<file path="config.mk">
export PLATFORM = sky130hd
export DESIGN_NAME = ph_fifo_flag_m
export DESIGN_NICKNAME = d
export VERILOG_FILES = /design/src/rtl/ph_fifo_flag_m.sv
export SDC_FILE = /design/constraint.sdc
export NUM_CORES = 1
export LEC_CHECK = 0
export CORE_MARGIN = 1
export CORE_UTILIZATION = 35
export DETAILED_ROUTE_END_ITERATION = 12
export HOLD_SLACK_MARGIN = 0.12
export PLACE_DENSITY_LB_ADDON = 0.05
export SLEW_MARGIN = 20
export SYNTH_ARGS = -nofsm -noshare
export SYNTH_HDL_FRONTEND = slang
export SYNTH_SLANG_ARGS = --single-unit
</file>
<file path="constraint.sdc">
create_clock -name clk -period 5.48 [get_ports clk]
set_input_delay 1.096 -clock clk [delete_from_list [all_inputs] [get_ports clk]]
set_output_delay 1.096 -clock clk [all_outputs]
set_load 0.05 [all_outputs]
</file>
<file path="src/rtl/ph_fifo_flag_m.sv">
// Single-clock p1->p2 flag FIFO with single/threshold flag modes, flush,
// sticky overflow/underflow and a configurable post-reset fill level.
module ph_fifo_flag_m #(
  parameter int WIDTH      = 8,
  parameter int DEPTH      = 2,
  parameter int LEVEL      = 2,
  parameter int INIT_COUNT = 0
) (
  input  logic                         clk,
  input  logic                         rst,
  input  logic                         mode_multi,
  input  logic                         p1_select,
  input  logic                         p1_rdnw,
  input  logic [WIDTH-1:0]             p1_data,
  input  logic                         p1_flush,
  input  logic                         p2_select,
  input  logic                         p2_rdnw,
  output logic [WIDTH-1:0]             p2_data,
  output logic                         p2_data_available,
  output logic                         p1_full,
  output logic                         p1_overflow,
  output logic                         p2_underflow,
  output logic [$clog2(DEPTH+1)-1:0]   count
);

  localparam int PTR_W = (DEPTH > 1) ? $clog2(DEPTH) : 1;
  localparam int CNT_W = $clog2(DEPTH + 1);
  localparam logic [CNT_W-1:0] DEPTH_C = CNT_W'(DEPTH);
  localparam logic [CNT_W-1:0] LEVEL_C = CNT_W'(LEVEL);
  localparam logic [CNT_W-1:0] INIT_C  = CNT_W'(INIT_COUNT);
  localparam logic [PTR_W-1:0] INIT_WP = PTR_W'(INIT_COUNT % DEPTH);

  logic [WIDTH-1:0] mem_q [DEPTH];
  logic [PTR_W-1:0] rd_ptr_q, rd_ptr_d, wr_ptr_q, wr_ptr_d;
  logic [CNT_W-1:0] count_q, count_d;
  logic [WIDTH-1:0] p2_data_q, p2_data_d;
  logic             avail_q, avail_d, full_q, full_d;
  logic             ovf_q, ovf_d, unf_q, unf_d;
  logic             wr, rd, rd_ok, wr_ok;

  // Explicit wrap so non-power-of-2 depths never index past the last entry.
  function automatic logic [PTR_W-1:0] ptr_inc(input logic [PTR_W-1:0] p);
    return (p == PTR_W'(DEPTH - 1)) ? '0 : p + PTR_W'(1);
  endfunction

  function automatic logic [1:0] flags(input logic [CNT_W-1:0] c, input logic multi);
    logic av, fu;
    if (multi) begin
      av = (c >= LEVEL_C);
      fu = (c == DEPTH_C);
    end else begin
      av = (c != '0);
      fu = (c != '0);
    end
    return {av, fu};
  endfunction

  always_comb begin
    wr        = p1_select & ~p1_rdnw;
    rd        = p2_select & p2_rdnw;
    rd_ok     = rd & (count_q != '0) & ~p1_flush;
    wr_ok     = wr & ~p1_flush & ((count_q != DEPTH_C) | rd_ok);
    rd_ptr_d  = rd_ptr_q;
    wr_ptr_d  = wr_ptr_q;
    count_d   = count_q;
    p2_data_d = p2_data_q;
    ovf_d     = ovf_q;
    unf_d     = unf_q;
    if (p1_flush) begin
      rd_ptr_d = '0;
      wr_ptr_d = '0;
      count_d  = '0;
    end else begin
      if (rd_ok) begin
        p2_data_d = mem_q[rd_ptr_q];
        rd_ptr_d  = ptr_inc(rd_ptr_q);
      end
      if (rd && (count_q == '0)) unf_d = 1'b1;
      if (wr_ok) wr_ptr_d = ptr_inc(wr_ptr_q);
      if (wr && !wr_ok) ovf_d = 1'b1;
      count_d = count_q + CNT_W'(wr_ok) - CNT_W'(rd_ok);
    end
    {avail_d, full_d} = flags(count_d, mode_multi);
  end

  always_ff @(posedge clk) begin
    if (rst) begin
      rd_ptr_q  <= '0;
      wr_ptr_q  <= INIT_WP;
      count_q   <= INIT_C;
      p2_data_q <= '0;
      ovf_q     <= 1'b0;
      unf_q     <= 1'b0;
      avail_q   <= (INIT_COUNT >= 1);
      full_q    <= (INIT_COUNT >= 1);
    end else begin
      rd_ptr_q  <= rd_ptr_d;
      wr_ptr_q  <= wr_ptr_d;
      count_q   <= count_d;
      p2_data_q <= p2_data_d;
      ovf_q     <= ovf_d;
      unf_q     <= unf_d;
      avail_q   <= avail_d;
      full_q    <= full_d;
    end
  end

  always_ff @(posedge clk) begin
    if (rst) begin
      for (int i = 0; i < DEPTH; i++) mem_q[i] <= '0;
    end else if (wr_ok) begin
      mem_q[wr_ptr_q] <= p1_data;
    end
  end

  assign p2_data           = p2_data_q;
  assign p2_data_available = avail_q;
  assign p1_full           = full_q;
  assign p1_overflow       = ovf_q;
  assign p2_underflow      = unf_q;
  assign count             = count_q;

endmodule

</file>
---- Word-level counts from Yosys, hierarchy flattened ----
Memories as Yosys holds them, arrays and structs flattened. A register that Yosys moved wholly into a read port is not among the register bits.
Cells that the tools add are included.
word-level totals
  input port bits ......................... 16
  word-level logic and storage cells ...... 48
  output and inout bits ................... 14
  flip-flop bits (word level) ............. 8
  ROM bits ................................ 0
  latch bits .............................. 0
  memories kept ........................... 1
  RAM bits ................................ 16
cells by class
  order comparisons ....................... 1
  multiplexer cells ....................... 13
  bitwise logic cells ..................... 9
  equality and inequality tests ........... 2
  div/mod/pow operators ................... 0
  shifts and indexed selects .............. 0
  reductions and logical operators ........ 11
  multiply operators ...................... 0
  $add $sub $neg .......................... 4
memories
  memory  words  width  rd ports  clocked after Yosys merged registers in  write ports  RTL line  RTL
  mem_q   2      8      1         1                                        2            33        logic [WIDTH-1:0] mem_q [DEPTH];
operators by type and width
  cell                                           count
  1-bit two-way mux                              11
  8-bit two-way mux                              1
  8-bit OR reduction                             1
  1-bit bitwise AND                              6
  2-bit AND reduction                            3
  2-bit nonzero test                             2
  1-bit adder (second input constant)            2
  2-bit by 1-bit adder with 2-bit output         1
  2-bit == test (second input constant)          1
  2-bit >= comparator (second input constant)    1
  1-bit logical AND                              2
  2-bit zero test                                1
  2-bit two-way mux                              1
  2-bit inequality test (second input constant)  1
  1-bit NOT                                      2
  2-bit OR reduction                             1
  2-bit by 1-bit subtractor with 2-bit output    1
  1-bit zero test                                1
  1-bit OR                                       1

---- Depth between registers and ports, before layout ----
Gate-level depths: netlist of the first run.
  depth in word-level cells ............... 10
  gate-level depth with buffers ........... 9
  depth with buffers taken out ............ 9

---- Least setup slack after synthesis of the first run ----
Ideal clock, no wire load.
  path kind ............................... input-to-reg
  from .................................... input port p1_flush
  to ...................................... register full_q (netlist: p1_full)
  path buffers ............................ 0
  required time ........................... 5.421 ns
  library setup time ...................... 0.059 ns
  cell stages on the path ................. 9
  arrival time ............................ 2.878 ns
  setup slack ............................. 2.543 ns
  path through ............................ or3b_4 > a21oi_1 > inv_1 > ha_1 > inv_1 > ha_1 > xnor3_1 > o21ai_0 > and2_1
between the ends
  word-level cells in the longest chain between the ends .. 9
  elaborated cells between the ends (all ways) .. 11
  those cells by class .................... 2 x add/sub; 1 x eq/ne; 2 x mux; 5 x bitwise; 1 x reduce/logical
ends and longest elaborated chain
  what                                                        RTL line  RTL
  start, declared                                             15        input logic p1_flush,
  1-bit NOT (no line)                                         -
  1-bit bitwise AND                                           61        rd_ok = rd & (count_q != '0) & ~p1_flush;
  1-bit OR                                                    62        wr_ok = wr & ~p1_flush & ((count_q != DEPTH_C) | rd_ok);
  1-bit bitwise AND                                           62
  2-bit by 1-bit adder with 2-bit output                      81        count_d = count_q + CNT_W'(wr_ok) - CNT_W'(rd_ok);
  2-bit by 1-bit subtractor with 2-bit output                 81
  2-bit two-way mux *                                         69        if (p1_flush) begin
  2-bit == test / 2-bit nonzero test (equally long branches)  50, 53
  1-bit two-way mux *                                         48        if (multi) begin
  end signal, assigned                                        95        full_q <= (INIT_COUNT >= 1);
  end signal, assigned                                        104       full_q <= full_d;
  end, declared                                               37        logic avail_q, avail_d, full_q, full_d;
Mark *: on every way between the ends. The rest lies on a longest branch, timed or not.
A chain may end at the register's enable or synchronous reset.

---- Worst setup path after layout of the first run ----
Same ends and word-level chain as after synthesis.

==> results of run 1 <==
logic make-up after synthesis:
group           Yosys count
compound gates           28
xor+xnor                  1
fa+ha+maj                 2
buf+inv                   7
flops                    32
mux                       8
simple gates             33
area by class of cell:
class                      count  area, sq um  share of cell area
clock buffer                   6         82.6              0.0451
clock inverter                 2         33.8              0.0185
inverter                       3         11.3             0.00615
multi-input combinational     72          552               0.301
sequential                    32          801               0.437
tap                           48         60.1              0.0328
timing repair buffer          29          290               0.159
power breakdown:
group	leakage (nW)	switching, mW	internal (mW)	total [mW]
clock network	0.0588	0.0848	0.146	0.231
registers	0.294	0.00257	0.258	0.261
logic	0.280	0.0206	0.0180	0.0386
cell usage in the layout, fill, tap and decap left out, drive strengths merged, types with 3 or more instances in the layout:
| cell type | n |
|---|---|
| edfxtp | 16 |
| a211oi | 8 |
| clkbuf | 6 |
| mux2i | 8 |
| and2 | 18 |
| inv | 3 |
| nor2 | 5 |
| clkdlybuf4s50 | 29 |
| dfxtp | 16 |
| a21oi | 10 |
registers in the layout (all words and copies together) (netlist names):
register	cells
mem_q	16
p2_data	8
count	2
p1_full	1
p1_overflow	1
p2_data_available	1
p2_underflow	1
rd_ptr_q	1
wr_ptr_q	1
layer usage:
layer	share of wire	vias to the layer above	GRT usage	routed length, um
met3	0.049	2	0.0581	127
met2	0.53	22	0.262	1370
met1	0.41	422	0.158	1080
li1	-	470	-	-
met5	0	-	0	0
met4	0.0081	0	0.0583	21
synthesized netlist by cell type (2+ instances only):
cell type and count:
nor2_1 5, a211oi_1 8, clkbuf_1 3, nand2_1 2
dfxtp_1 16, and2_1 18, a21boi_0 2, mux2i_1 8
inv_1 3, a21o_1 2, edfxtp_1 16, ha_1 2
a21oi_1 10, o21ai_0 2, a2111oi_4 2
worst max path at each step:
stage	endpoint	slack, ns	depth (start not counted)
after floorplan	p1_full	2.54	9
after global placement	p1_full	1.90	10
after detailed placement	p1_full	1.87	10
after CTS	p1_full	2.16	10
after global routing	p1_full	1.95	10
final	p1_full	2.17	10
worst max-delay path, stage by stage:
cell,delay (ns)
clkdlybuf4s50_1,0.50
or3b_4,0.47
a21oi_1,0.26
inv_1,0.08
ha_1,0.28
inv_1,0.04
ha_1,0.18
xnor3_1,0.36
o21ai_0,0.14
and2_1,0.13
==> impl_metrics.yaml, run 1 <==
run_status:
  status: "complete, no violations"
timing:
  worst_slew_pin_slew_ns: 0.738
  setup_tns_ns: 0
  fin_crit_ns: 3.31
  max_freq_ghz: 0.302
  finalClockSkew_ns: 0.00506
  relSlewSlack: 0.506
  hold_ws_ns: 0.468
  drv_slew: 0
  finalWorstSetupSlack_ns: 2.17
  report.final.setup_viol: 0
  timing.final.crit_share: 0.603
  hold_viol_final: 0
  rsz0062_at_grt: "false"
clock_tree:
  clock-sinks: 32
  cts_resized: 0
  cts_root_buffer: "clkbuf_8"
  htreeDepth: 2
  cts.clk_slew.worst_paths_ns: 0.06
  cts_hold_buffers: 0
  numCtsBuffers: 5
  worst_skew_pair.late_latency_ns: 0.28
  cts_tree: "done"
  cts_setup_buffers: 0
  cts_buffer_depth: 2
placement:
  place_area_sq_um: 1710
  numPortBuffers: 29
  dpl.hpwl_mm: 1.78
  dp_cells: 184
  place_ws_ns: 1.87
  gp_congestion: 0.715
power:
  p_leak_nw: 0.633
  p_total_mw: 0.531
  power-per-cell-area_nw_per_um2: 290
  ir_drop_mv: 0.123
synthesis:
  ys_seq_area_frac: 0.580
  synthesis.area_sq_um: 1380
  syn_nets: 129
  yosys.area_share.simple: 0.147
  synth_cell_types: 27
  synthTopCellsByArea: "edfxtp_1 (35%), dfxtp_1 (23%), and2_1 (8.2%), mux2i_1 (5.8%), a211oi_1 (4.4%)"
  syn_avg_cell_area_sq_um: 12.4
  synthCells: 111
  synth_top_cell_by_area: "edfxtp_1"
  synthMuxAreaShare: 0.0580
  yosys.area.top_type_share: 0.348
  synth_top_family_by_area: "compound AO/OA/AOI/OAI gates"
  synth-edff-count: 16
  async_flop_share: 0
  synth-seq-cells: 32
  synthAdderAreaFrac: 0.0181
  ys.flop_type: "edfxtp_1"
  synth_warnings: 0
  synth_compound_area_frac: 0.160
  synthXorXnorAreaFrac: 0.0163
route:
  routed_wl_mm: 2.60
  drt_iter0_drc: 35
  ant_nets: 0
  via_per_inst: 4.77
  firstDrtPassIters: 4
  via_count: 916
  drc: 0
  drt-wirelength-per-cell_um: 13.5
cells_and_area:
  diodes: 0
  drive_gt1_frac: 0.0972
  area_growth_pct: 32.6
  stdcell_count: 192
  nets: 161
  utilization: 0.493
  final_area_sq_um: 1830
  fillers: 345
die:
  fp.coreArea_sq_um: 3720
  initial_core_util: 0.371
  dieArea_sq_um: 4200
  ios: 30
  dieHeight_um: 64.8
  die_width_um: 64.8
  row_count: 22
hold_path:
  hold_depth: 2
  holdPathEnd: "p2_underflow"
  timing.hold.worst.start: "p2_underflow"
  hp-class: "reg -> reg"
worst_setup_path:
  worstPathRequired_ns: 5.71
  reg2reg_setup_slack_ns: 3.22
  regToRegStartpoint: "count[0]"
  critPathLaunch: "p1_flush"
  startpoint_type: "input port"
  critPathMaxFanout: 6
  worstSetupEndpointType: "register"
  cp_data_arrival_time_ns: 3.53
  crit_type: "in -> reg"
  rr_endpoint: "p1_full"
  reg2reg_depth: 8
grt:
  grt_max_degree: 17
  grt_overflow_total: 0
  antenna_found_initial: 0
  first_global_vias: 894
  grt_pass1_wl_mm: 4.35
  grt_use_total: 0.149
flow_run:
  cap_viol_max_count: 0
(Power assumes the default switching activity.)
==> run 2, diff against run 1 <==
clock period = 3.2 ns   (was 5.48 ns; I/O delays follow)
==> impl_metrics.yaml, run 2 (same netlist as run 1, synthesis figures left out) <==
worst_setup_path:
  regToRegStartpoint: "count[0]"
  crit_type: "in -> reg"
  worstSetupEndpointType: "register"
  worstPathRequired_ns: 3.43
  critPathLaunch: "p1_select"
  startpoint_type: "input port"
  critPathMaxFanout: 3
  cp_data_arrival_time_ns: 2.88
cells_and_area:
  final_area_sq_um: 1830
  area_growth_pct: 32.7
  diodes: 0
  fillers: 338
  layout_common_cells: "clkdlybuf4s50_1 (29), and2_1 (18), dfxtp_1 (16), edfxtp_1 (16), a21oi_1 (10)"
  nets: 165
  stdcell_count: 196
  final-seq-area_sq_um: 801
  utilization: 0.493
  regMostFlops: "mem_q"
  drive_gt1_frac: 0.128
  multi_input_area_sq_um: 552
  final_common_cell: "clkdlybuf4s50_1"
  largest_reg_flops: 16
placement:
  place_area_sq_um: 1740
  dp_cells: 188
  gp_congestion: 0.711
  dpl.hpwl_mm: 1.85
  place_ws_ns: 0.268
  numPortBuffers: 29
power:
  power-per-cell-area_nw_per_um2: 446
  ir_drop_mv: 0.190
  p_total_mw: 0.817
  p_leak_nw: 0.642
timing:
  setup_tns_ns: 0
  worst_slew_pin_slew_ns: 0.702
  finalClockSkew_ns: 0.00420
  hold_viol_final: 0
  max_freq_ghz: 0.377
  timing.final.crit_share: 0.829
  relSlewSlack: 0.530
  drv_slew: 0
  hold_ws_ns: 0.466
  fin_crit_ns: 2.65
  rsz0062_at_grt: "false"
  report.final.setup_viol: 0
  finalWorstSetupSlack_ns: 0.546
grt:
  grt_max_degree: 17
  grt_overflow_total: 0
  first_global_vias: 960
  top_usage_layer: "met2"
  antenna_found_initial: 0
  grtUsageMet2: 0.264
  grt_pass1_wl_mm: 4.31
  grtUsageMet3: 0.0475
  grt_use_total: 0.147
  grtUsageMet1: 0.144
clock_tree:
  worst_skew_pair.late_latency_ns: 0.29
  cts.clk_slew.worst_paths_ns: 0.07
  cts_resized: 0
  numCtsBuffers: 5
  cts_hold_buffers: 0
  cts_root_buffer: "clkbuf_8"
  cts_buffer_depth: 2
  htreeDepth: 2
  cts_tree: "done"
  clock-sinks: 32
  cts_setup_buffers: 0
die:
  initial_core_util: 0.371
  fp.coreArea_sq_um: 3720
  dieArea_sq_um: 4200
  row_count: 22
  dieHeight_um: 64.8
  die_width_um: 64.8
  ios: 30
route:
  drt-wirelength-per-cell_um: 13.2
  routed_wl_mm: 2.59
  ant_nets: 0
  via_per_inst: 4.71
  drt_iter0_drc: 49
  drc: 0
  via_count: 923
  firstDrtPassIters: 4
run_status:
  status: "complete, no violations"
flow_run:
  cap_viol_max_count: 0
hold_path:
  timing.hold.worst.start: "p2_underflow"
  hp-class: "reg -> reg"
-- run 2: changes by cell type in the layout (fill, tap and decap cells not counted) --
cell       previous run  this run
clkinv_2              0         2
clkbuf_8              6         5
buf_4                 0         4
clkinv_4              0         1
clkinv_1              1         0
bufinv_16             1         0
-- run 2: final timing paths --
check	to	slack, ns	cells past startpoint
max	p1_full	0.55	10
min	p2_underflow	0.47	2
min reg2reg	p2_underflow	0.47	2
max reg2reg	p1_full	1.08	9
-- run 2: critical path, cell delays in order --
cell             delay (ns)
clkdlybuf4s50_1        0.47
or3b_4                 0.42
a21oi_1                0.17
inv_1                  0.07
ha_1                   0.28
inv_1                  0.04
ha_1                   0.18
xnor3_1                0.36
o21ai_0                0.14
and2_1                 0.13
-- run 2: power breakdown --
group          leakage, nW  internal, mW  switching, mW
registers            0.294         0.443        0.00445
logic                0.300        0.0331         0.0356
clock network       0.0479         0.151          0.150
total                0.642         0.627          0.190
-- run 2: layer usage --
layer	share of wire	routed length (um)	vias to the layer above
li1	-	-	477
met1	0.41	1060	416
met2	0.52	1360	23
met3	0.050	129	7
met4	0.019	48	0
met5	0	0	-
-- run 2: area by class of cell --
type,instances,share of cell area
clock inverters,3,0.0102
inverters,3,0.00615
repair buffers,33,0.175
flip-flops and latches,32,0.437
well taps,48,0.0328
multi-input cells,72,0.301
clock buffers,5,0.0376
==> run 3, diff against run 2 <==
clock period = 2.3 ns   (was 3.2 ns; I/O delays follow)
==> impl_metrics.yaml, run 3 (same netlist as run 1, synthesis figures left out) <==
route:
  firstDrtPassIters: 4
  drt-wirelength-per-cell_um: 13.2
  via_per_inst: 4.87
  via_count: 993
  drc: 0
  ant_nets: 0
  drt_iter0_drc: 67
  routed_wl_mm: 2.70
worst_setup_path:
  critPathMaxFanout: 3
  cp_top_family: "simple AND/OR/NAND/NOR gates"
  worstPathRequired_ns: 2.48
  crit_type: "in -> reg"
  rr_endpoint: "p1_full"
  reg2reg_depth: 9
  reg2reg_setup_slack_ns: 0.41
  worstPathCellList: "clkdlybuf4s50_1, or3b_4, a21oi_2, inv_1, ha_1, inv_1, ha_1, xnor3_1, o21ai_1, and2_1"
  regToRegStartpoint: "count[0]"
  cp_num_buf_inv: 3
  cp_slowest_stage_delay_ns: 0.42
  cp_data_arrival_time_ns: 2.38
  worstSetupEndpointType: "register"
  cp_slowest_cell: "clkdlybuf4s50_1"
  startpoint_type: "input port"
clock_tree:
  clock-sinks: 32
  cts_root_buffer: "clkbuf_8"
  htreeDepth: 2
  cts_tree: "done"
  cts.clk_slew.worst_paths_ns: 0.07
  numCtsBuffers: 5
  cts_buffer_depth: 2
  worst_skew_pair.late_latency_ns: 0.28
hold_path:
  holdPathEnd: "p1_overflow"
  hp-class: "in -> reg"
  hold_depth: 3
  timing.hold.worst.start: "p1_select"
timing:
  setup_tns_ns: 0
  relSlewSlack: 0.634
  worst_slew_pin_slew_ns: 0.548
  finalClockSkew_ns: 0.00131
  drv_slew: 0
  report.final.setup_viol: 0
  timing.final.crit_share: 0.955
  fin_crit_ns: 2.20
  hold_viol_final: 0
  max_freq_ghz: 0.455
  hold_ws_ns: 0.471
placement:
  place_area_sq_um: 1830
  gp_congestion: 0.819
  dp_cells: 195
  dpl.hpwl_mm: 1.94
  numPortBuffers: 29
power:
  p_leak_nw: 0.711
  ir_drop_mv: 0.313
  power-per-cell-area_nw_per_um2: 598
cells_and_area:
  final_area_sq_um: 1930
  regMostFlops: "mem_q"
  area_growth_pct: 39.7
  stdcell_count: 204
  largest_reg_flops: 16
  utilization: 0.519
  diodes: 0
  nets: 173
  fillers: 348
  final-seq-area_sq_um: 803
  layout_common_cells: "clkdlybuf4s50_1 (27), and2_1 (18), edfxtp_1 (16), dfxtp_1 (14), buf_4 (10)"
  drive_gt1_frac: 0.192
  multi_input_area_sq_um: 556
  final_common_cell: "clkdlybuf4s50_1"
die:
  dieArea_sq_um: 4200
  dieHeight_um: 64.8
  row_count: 22
  die_width_um: 64.8
  fp.coreArea_sq_um: 3720
  initial_core_util: 0.371
  ios: 30
grt:
  grt_overflow_total: 0
  antenna_found_initial: 0
  grt_pass1_wl_mm: 4.60
  first_global_vias: 952
  grt_use_total: 0.152
  grt_max_degree: 13
run_status:
  status: "complete, no violations"
flow_run:
  cap_viol_max_count: 0
-- run 3: repair_timing --
item	in CTS	in global routing
hold buffers	0	0
pin swaps	1	1
gates resized for setup	0	3
buffers inserted	0	1
setup endpoints to repair	2	1
-- run 3: through the flow --
step | power, mW | worst slack (ns)
global placement | 0.745 | -0.350
detailed placement | 0.746 | -0.382
CTS | 1.17 | 0.0434
global route | 1.21 | -0.00235
floorplan | 0.681 | 0.0718
finish | 1.15 | 0.104
-- run 3: layout make-up --
cell class	count	area share
clock buffer	5	0.0357
sequential	32	0.417
inverter	3	0.00584
timing repair buffer	41	0.213
multi-input combinational	72	0.288
tap	48	0.0311
clock inverter	3	0.00973
-- run 3: report_power, final --
group | leakage (nW) | internal (mW) | switching [mW] | total [mW]
registers | 0.295 | 0.616 | 0.00631 | 0.622
logic | 0.368 | 0.0570 | 0.0533 | 0.110
clock network | 0.0479 | 0.210 | 0.210 | 0.420
total | 0.711 | 0.883 | 0.270 | 1.15
-- run 3: layer usage --
metal  vias up  track usage  wire, um
met5         -            0         0
met4         0       0.0583        20
met3         2       0.0475       118
met2        23        0.262      1480
met1       477        0.174      1080
li1        491            -         -
-- run 3: worst min-delay path: stages --
cell and delay (ns):
dlymetal6s2s_1 0.10, a41oi_1 0.09, nor2_1 0.07
-- run 3: worst max path at each step --
stage | start | to | slack (ns) | cells past startpoint
2_1_floorplan | p1_flush | p1_full | 0.07 | 9
3_3_place_gp | p1_select | p1_full | -0.35 | 10
3_5_place_dp | p1_select | p1_full | -0.38 | 10
4_1_cts | p1_select | p1_full | 0.04 | 10
5_1_grt | p1_rdnw | p1_full | -0.002 | 10
6_report | p1_rdnw | p1_full | 0.10 | 10
